===== src/rtl/pll_reset_pkg.sv =====
// pll_reset_pkg: state encoding and widths shared by the PLL reset controller
package pll_reset_pkg;
  localparam int RELOCK_W = 8;
  typedef enum logic [2:0] {
    PLL_RST   = 3'd0,
    WAIT_LOCK = 3'd1,
    FILTER    = 3'd2,
    HOLD      = 3'd3,
    RUN       = 3'd4
  } state_t;
endpackage


===== src/rtl/reset_sync_bit.sv =====
// reset_sync_bit: STAGES-flop synchronizer with asynchronous clear to 0
module reset_sync_bit #(
  parameter int STAGES = 2
) (
  input  logic clk,
  input  logic rst_n,
  input  logic d,
  output logic q
);
  logic [STAGES-1:0] sr;
  always_ff @(posedge clk or negedge rst_n)
    if (!rst_n) sr <= '0;
    else sr <= {sr[STAGES-2:0], d};
  assign q = sr[STAGES-1];
endmodule


===== src/rtl/pll_reset_ctrl.sv =====
// pll_reset_ctrl: PLL reset sequencing and lock-qualified system reset generation
module pll_reset_ctrl
  import pll_reset_pkg::*;
#(
  parameter int SYNC_STAGES    = 2,
  parameter int LOCK_FILTER    = 16,
  parameter int HOLD_CYCLES    = 256,
  parameter int LOCK_TIMEOUT   = 25000,
  parameter int PLL_RST_CYCLES = 8
) (
  input  logic                clk,
  input  logic                reset_n,
  input  logic                pll_locked_i,
  output logic                pll_rst_o,
  output logic                sys_reset_n_o,
  output logic [2:0]          state_o,
  output logic [RELOCK_W-1:0] relock_count_o
);
  localparam int PW = $clog2(PLL_RST_CYCLES + 1);
  localparam int TW = $clog2(LOCK_TIMEOUT + 1);
  localparam int FW = $clog2(LOCK_FILTER + 1);
  localparam int HW = $clog2(HOLD_CYCLES + 1);
  state_t state, state_n;
  logic [PW-1:0] prc, prc_n;
  logic [TW-1:0] toc, toc_n, toc_inc;
  logic [FW-1:0] flc, flc_n;
  logic [HW-1:0] hoc, hoc_n;
  logic [RELOCK_W-1:0] rel, rel_n;
  logic locked_s, pll_rst_d, sys_d;
  reset_sync_bit #(.STAGES(SYNC_STAGES)) u_sync (
    .clk   (clk),
    .rst_n (reset_n),
    .d     (pll_locked_i),
    .q     (locked_s)
  );
  assign toc_inc = toc + 1'b1;
  always_ff @(posedge clk or negedge reset_n)
    if (!reset_n) begin
      state         <= PLL_RST;
      prc           <= '0;
      toc           <= '0;
      flc           <= '0;
      hoc           <= '0;
      rel           <= '0;
      pll_rst_o     <= 1'b1;
      sys_reset_n_o <= 1'b0;
    end else begin
      state         <= state_n;
      prc           <= prc_n;
      toc           <= toc_n;
      flc           <= flc_n;
      hoc           <= hoc_n;
      rel           <= rel_n;
      pll_rst_o     <= pll_rst_d;
      sys_reset_n_o <= sys_d;
    end
  always_comb begin
    state_n = state;
    prc_n   = prc;
    toc_n   = toc;
    flc_n   = flc;
    hoc_n   = hoc;
    rel_n   = rel;
    case (state)
      PLL_RST:
        if (prc == PW'(PLL_RST_CYCLES - 1)) begin
          state_n = WAIT_LOCK;
          toc_n   = '0;
        end else prc_n = prc + 1'b1;
      WAIT_LOCK:
        if (locked_s) begin
          state_n = FILTER;
          flc_n   = FW'(1);
        end else if (toc_inc == TW'(LOCK_TIMEOUT)) begin
          state_n = PLL_RST;
          prc_n   = '0;
        end else toc_n = toc_inc;
      FILTER:
        // timeout keeps running here and takes priority over filter completion
        if (toc_inc == TW'(LOCK_TIMEOUT)) begin
          state_n = PLL_RST;
          prc_n   = '0;
        end else begin
          toc_n = toc_inc;
          if (!locked_s) state_n = WAIT_LOCK;
          else if (flc == FW'(LOCK_FILTER)) begin
            state_n = HOLD;
            hoc_n   = '0;
          end else flc_n = flc + 1'b1;
        end
      HOLD:
        if (!locked_s) begin
          state_n = WAIT_LOCK;
          toc_n   = '0;
        end else if (hoc == HW'(HOLD_CYCLES - 1)) state_n = RUN;
        else hoc_n = hoc + 1'b1;
      RUN:
        if (!locked_s) begin
          state_n = WAIT_LOCK;
          toc_n   = '0;
          rel_n   = (rel == '1) ? rel : rel + 1'b1;
        end
      default: begin
        state_n = PLL_RST;
        prc_n   = '0;
      end
    endcase
  end
  always_comb begin
    pll_rst_d = state_n == PLL_RST;
    sys_d     = state_n == RUN;
  end
  assign state_o        = state;
  assign relock_count_o = rel;
endmodule

===== config.mk =====
export PLATFORM = sky130hd
export DESIGN_NAME = pll_reset_ctrl
export DESIGN_NICKNAME = d
export VERILOG_FILES = /design/src/rtl/pll_reset_pkg.sv /design/src/rtl/reset_sync_bit.sv /design/src/rtl/pll_reset_ctrl.sv
export SDC_FILE = /design/constraint.sdc
export NUM_CORES = 1
export LEC_CHECK = 0
export BUFFER_PORTS_ARGS = -buffer_cell sky130_fd_sc_hd__buf_2
export CAP_MARGIN = 5
export CORE_MARGIN = 2
export CORE_UTILIZATION = 45
export CTS_CLUSTER_SIZE = 20
export DETAILED_ROUTE_END_ITERATION = 10
export SLEW_MARGIN = 10
export SYNTH_ARGS = -nofsm -noshare
export SYNTH_HDL_FRONTEND = slang
export SYNTH_SLANG_ARGS = --single-unit

===== constraint.sdc =====
create_clock -name clk -period 2.5 [get_ports clk]
set_input_delay 0.5 -clock clk [delete_from_list [all_inputs] [get_ports clk]]
set_output_delay 0.5 -clock clk [all_outputs]
set_load 0.02 [all_outputs]

==> summary.md <==
| Metric | Value |
|---|---|
| H-tree depth | 2 |
| Hold_ws | 0.173 ns |
| Post-synth EDFFs | 0 |
| Crit path DAT | 2.69 ns |
| Synth Instances | 297 |
| WL met2 | 3290 um |
| Synth top area share | 0.416 |
| RD Place Congestion | 0.823 |
| Clock tree buffer depth | 2 |
| Largest net degree at the start of global routing | 27 |
| Final min period | 2.49 ns |
| Initial antenna violation count | 0 |
| Share of synthesized flip-flops with an asynchronous set or reset | 1.00 |
| Worst-Margin Slew | 0.637 ns |
| Non-Filler Cell Area, Final | 3650 um^2 |
| Core Area | 5990 um^2 |
| Upper clock frequency limit | 402 MHz |
| GR Overflow Total | 0 |
| Crit Path Category | reg2reg |
| Worst flop-to-flop path endpoint | toc[0] |
| Placed instance area | 3140 um^2 |
| Outcome | finished, final reports clean |
| Slew Limit Headroom | 0.571 |
| Fillers | 521 |
| Effective utilization at floorplan | 0.472 |
| # hold bufs at CTS | 0 |
| Placement Setup Slack | -0.0347 ns |
| DR iter-0 viols | 155 |
| R2R Setup Slk | 0.01 ns |
| Layout Utilization | 0.610 |
| Leading area contributor after synthesis | dfrtp_1 |
| Area Overhead vs Synth | 29.4% |
| Mean Syn Cell Area | 9.51 um^2 |
| Max Clock Skew | 0.00519 ns |
| Pwr dens | 733 nW/um^2 |
| Worst Reg-to-Reg Cells | 12 |
| Area contributors post-synth | dfrtp_1 42%, nand2_1 3.6%, ha_1 3.1% |
| Met1 WL | 3170 um |
| Worst Setup SP | toc[1] |
| Worst setup path end | toc[0] |
| TritonRoute pass-1 iters | 5 |
| Final cell count without fillers | 439 |
| CTS tree | built |
| Num ports | 16 |
| Synth Flop Type | dfrtp_1 |
| Worst IR Drop VDD | 0.475 mV |
| Distinct cells, synth | 66 |
| Final worst path period share | 0.996 |
| Layout cells sized above 1 | 0.327 |
| Crit. End Element | register |
| Port Buffers | 15 |
| Met3 Wirelength | 212 um |
| Max_cap viols | 0 |
| Number of synthesized register bits | 48 |
| Vias | 2497 |
| Final WL | 6770 um |
| Vias per inst | 5.69 |
| NumNets Final | 373 |
| Final setup fails | 0 |
| CP startpoint kind | register |
| Seq/Total Area, Yosys | 0.426 |
| Cts bufs inserted | 5 |
| Die height | 83.2 um |
| Reg clk slew, reported paths | 0.10 ns |
| Number of remaining DRC errors | 0 |
| CTS Sinks | 48 |
| Area of the die | 6930 um^2 |
| First-pass GRT wire length | 10400 um |
| Post-Synthesis Net Count | 307 |
| Clock root cell | clkbuf_8 |
| Hold WC Path Type | in2async |
| Synth Warn # | 0 |
| Leak | 1.67 nW |
| Data required time of the critical path | 2.70 ns |
| Hpwl dp | 4370 um |
| Top sig layer | met4 |
| Worst R2R Start | toc[1] |
| CP max FO | 5 |
| Vias in the first global route | 2183 |
| Final worst setup slack | 0.00980 ns |
| # rows | 28 |
| GRT Util Overall | 0.180 |
| Final hold viol count | 0 |
| Clk_lat worst skew | 0.31 ns |
| Die X | 83.2 um |
| Mapped Area | 2830 um^2 |
| Final max-slew violation count | 0 |
| Cells after DPL | 401 |
| Final ANT Viol Nets | 0 |
| Antenna diodes | 0 |
| WL/cell | 15.4 um |
[layer usage]
metal / vias up / global-route usage
met5: - / 0
met4: 0 / 0.0492
met3: 8 / 0.0348
met2: 47 / 0.287
met1: 1205 / 0.251
li1: 1237 / -
[flip-flops by register name, indices dropped and copies added, names as in the netlist]
name            count
hoc                 9
state_o             3
u_sync.sr           2
toc                15
pll_rst_o           1
relock_count_o      8
flc                 5
sys_reset_n_o       1
prc                 4
[cells by family (layout without fill, tap and decap cells)]
group / count (synthesis) / after routing / share of synthesized area
and+or+nand+nor: 118 / 118 / 0.226
DFF: 48 / 48 / 0.426
AOI/OAI and AO/OA: 80 / 80 / 0.215
buffers and inverters: 25 / 92 / 0.0368
adders and majority gates: 7 / 7 / 0.0310
xor gates and xnor gates: 12 / 12 / 0.0372
muxes: 7 / 7 / 0.0279
[cells in the final DEF, fill, tap and decap left out, types with 4 or more instances in the layout]
master     n
and3_1     7
nand3_1   13
buf_6      8
dfrtp_1   42
ha_1       5
nand4_1    8
inv_1     13
o211ai_1   4
clkbuf_8   5
buf_2     15
xor2_1     4
a22o_1     5
buf_4     44
nor3_1     7
nand2_1   26
or3_1      4
a21oi_1   11
nor2_1    16
dfrtp_2    5
nor2b_1    6
nor3b_1    4
o21ai_0   11
a31oi_1   10
nand2b_1   4
xnor2_1    8
[Yosys cell counts (2+ instances only)]
| cell | number |
|---|---|
| mux2_2 | 2 |
| a32o_1 | 2 |
| o22ai_1 | 2 |
| buf_2 | 7 |
| a21oi_1 | 12 |
| nand3_1 | 14 |
| a221oi_1 | 2 |
| a21o_1 | 3 |
| o41ai_1 | 2 |
| xnor2_1 | 8 |
| dfrtp_1 | 47 |
| inv_1 | 13 |
| nor3b_1 | 4 |
| nor2_1 | 18 |
| a22oi_1 | 2 |
| or3_1 | 5 |
| nand4_1 | 8 |
| o211ai_1 | 4 |
| a22o_1 | 5 |
| a21bo_2 | 3 |
| o21ai_0 | 13 |
| nand2b_1 | 4 |
| a31oi_1 | 10 |
| ha_1 | 7 |
| and3_1 | 7 |
| xor2_1 | 4 |
| o2bb2ai_1 | 3 |
| nor4_1 | 4 |
| mux2i_1 | 3 |
| nand3b_1 | 2 |
| nor2b_1 | 6 |
| o21a_1 | 2 |
| clkbuf_1 | 2 |
| nand2_1 | 27 |
| nor3_1 | 9 |
[how the worst min path moves through the flow]
stage / startpoint / end / cells after the start
2_1_floorplan: reset_n / flc[0] / 0
3_3_place_gp: u_sync.sr[0] / u_sync.sr[1] / 0
3_5_place_dp: u_sync.sr[0] / u_sync.sr[1] / 0
4_1_cts: reset_n / relock_count_o[6] / 1
5_1_grt: reset_n / relock_count_o[6] / 1
6_report: reset_n / relock_count_o[6] / 1
[stage by stage]
step | total power, mW | TNS, ns
floorplan | 1.58 | 0
global placement | 1.79 | 0
detailed placement | 1.80 | -0.135
CTS | 2.43 | 0
global route | 2.85 | -0.883
finish | 2.68 | 0
[critical path: stages, from the launching register on]
cell	delay, ns
dfrtp_2	0.45
ha_4	0.21
nand2_4	0.07
nor4_4	0.31
buf_4	0.17
a311oi_2	0.06
nor3b_4	0.28
buf_6	0.14
a211oi_4	0.06
buf_6	0.12
buf_6	0.12
buf_4	0.13
mux2_2	0.26
[layout make-up]
| type | instances | area, um^2 | area share |
|---|---|---|---|
| multi-input combinational | 224 | 1630 | 0.445 |
| clock buffer | 5 | 68.8 | 0.0188 |
| inverter | 14 | 52.6 | 0.0144 |
| timing repair buffer | 70 | 556 | 0.152 |
| tap | 75 | 93.8 | 0.0257 |
| clock inverter | 3 | 47.5 | 0.0130 |
| sequential | 48 | 1210 | 0.331 |
[power by group]
| group | internal, mW | total [mW] | leakage (nW) | switching (mW) |
|---|---|---|---|---|
| logic | 0.538 | 1.07 | 0.976 | 0.533 |
| clock network | 0.302 | 0.585 | 0.0583 | 0.283 |
| registers | 0.896 | 1.02 | 0.637 | 0.127 |
[what timing repair did]
item / in CTS / in global routing
gates resized for setup: 4 / 36
gates cloned: 0 / 1
setup endpoints to repair: 13 / 29
setup buffers: 3 / 26
endpoints found under the hold margin: 0 / 0
pin swaps: 0 / 15
(Power assumes the default switching activity.)
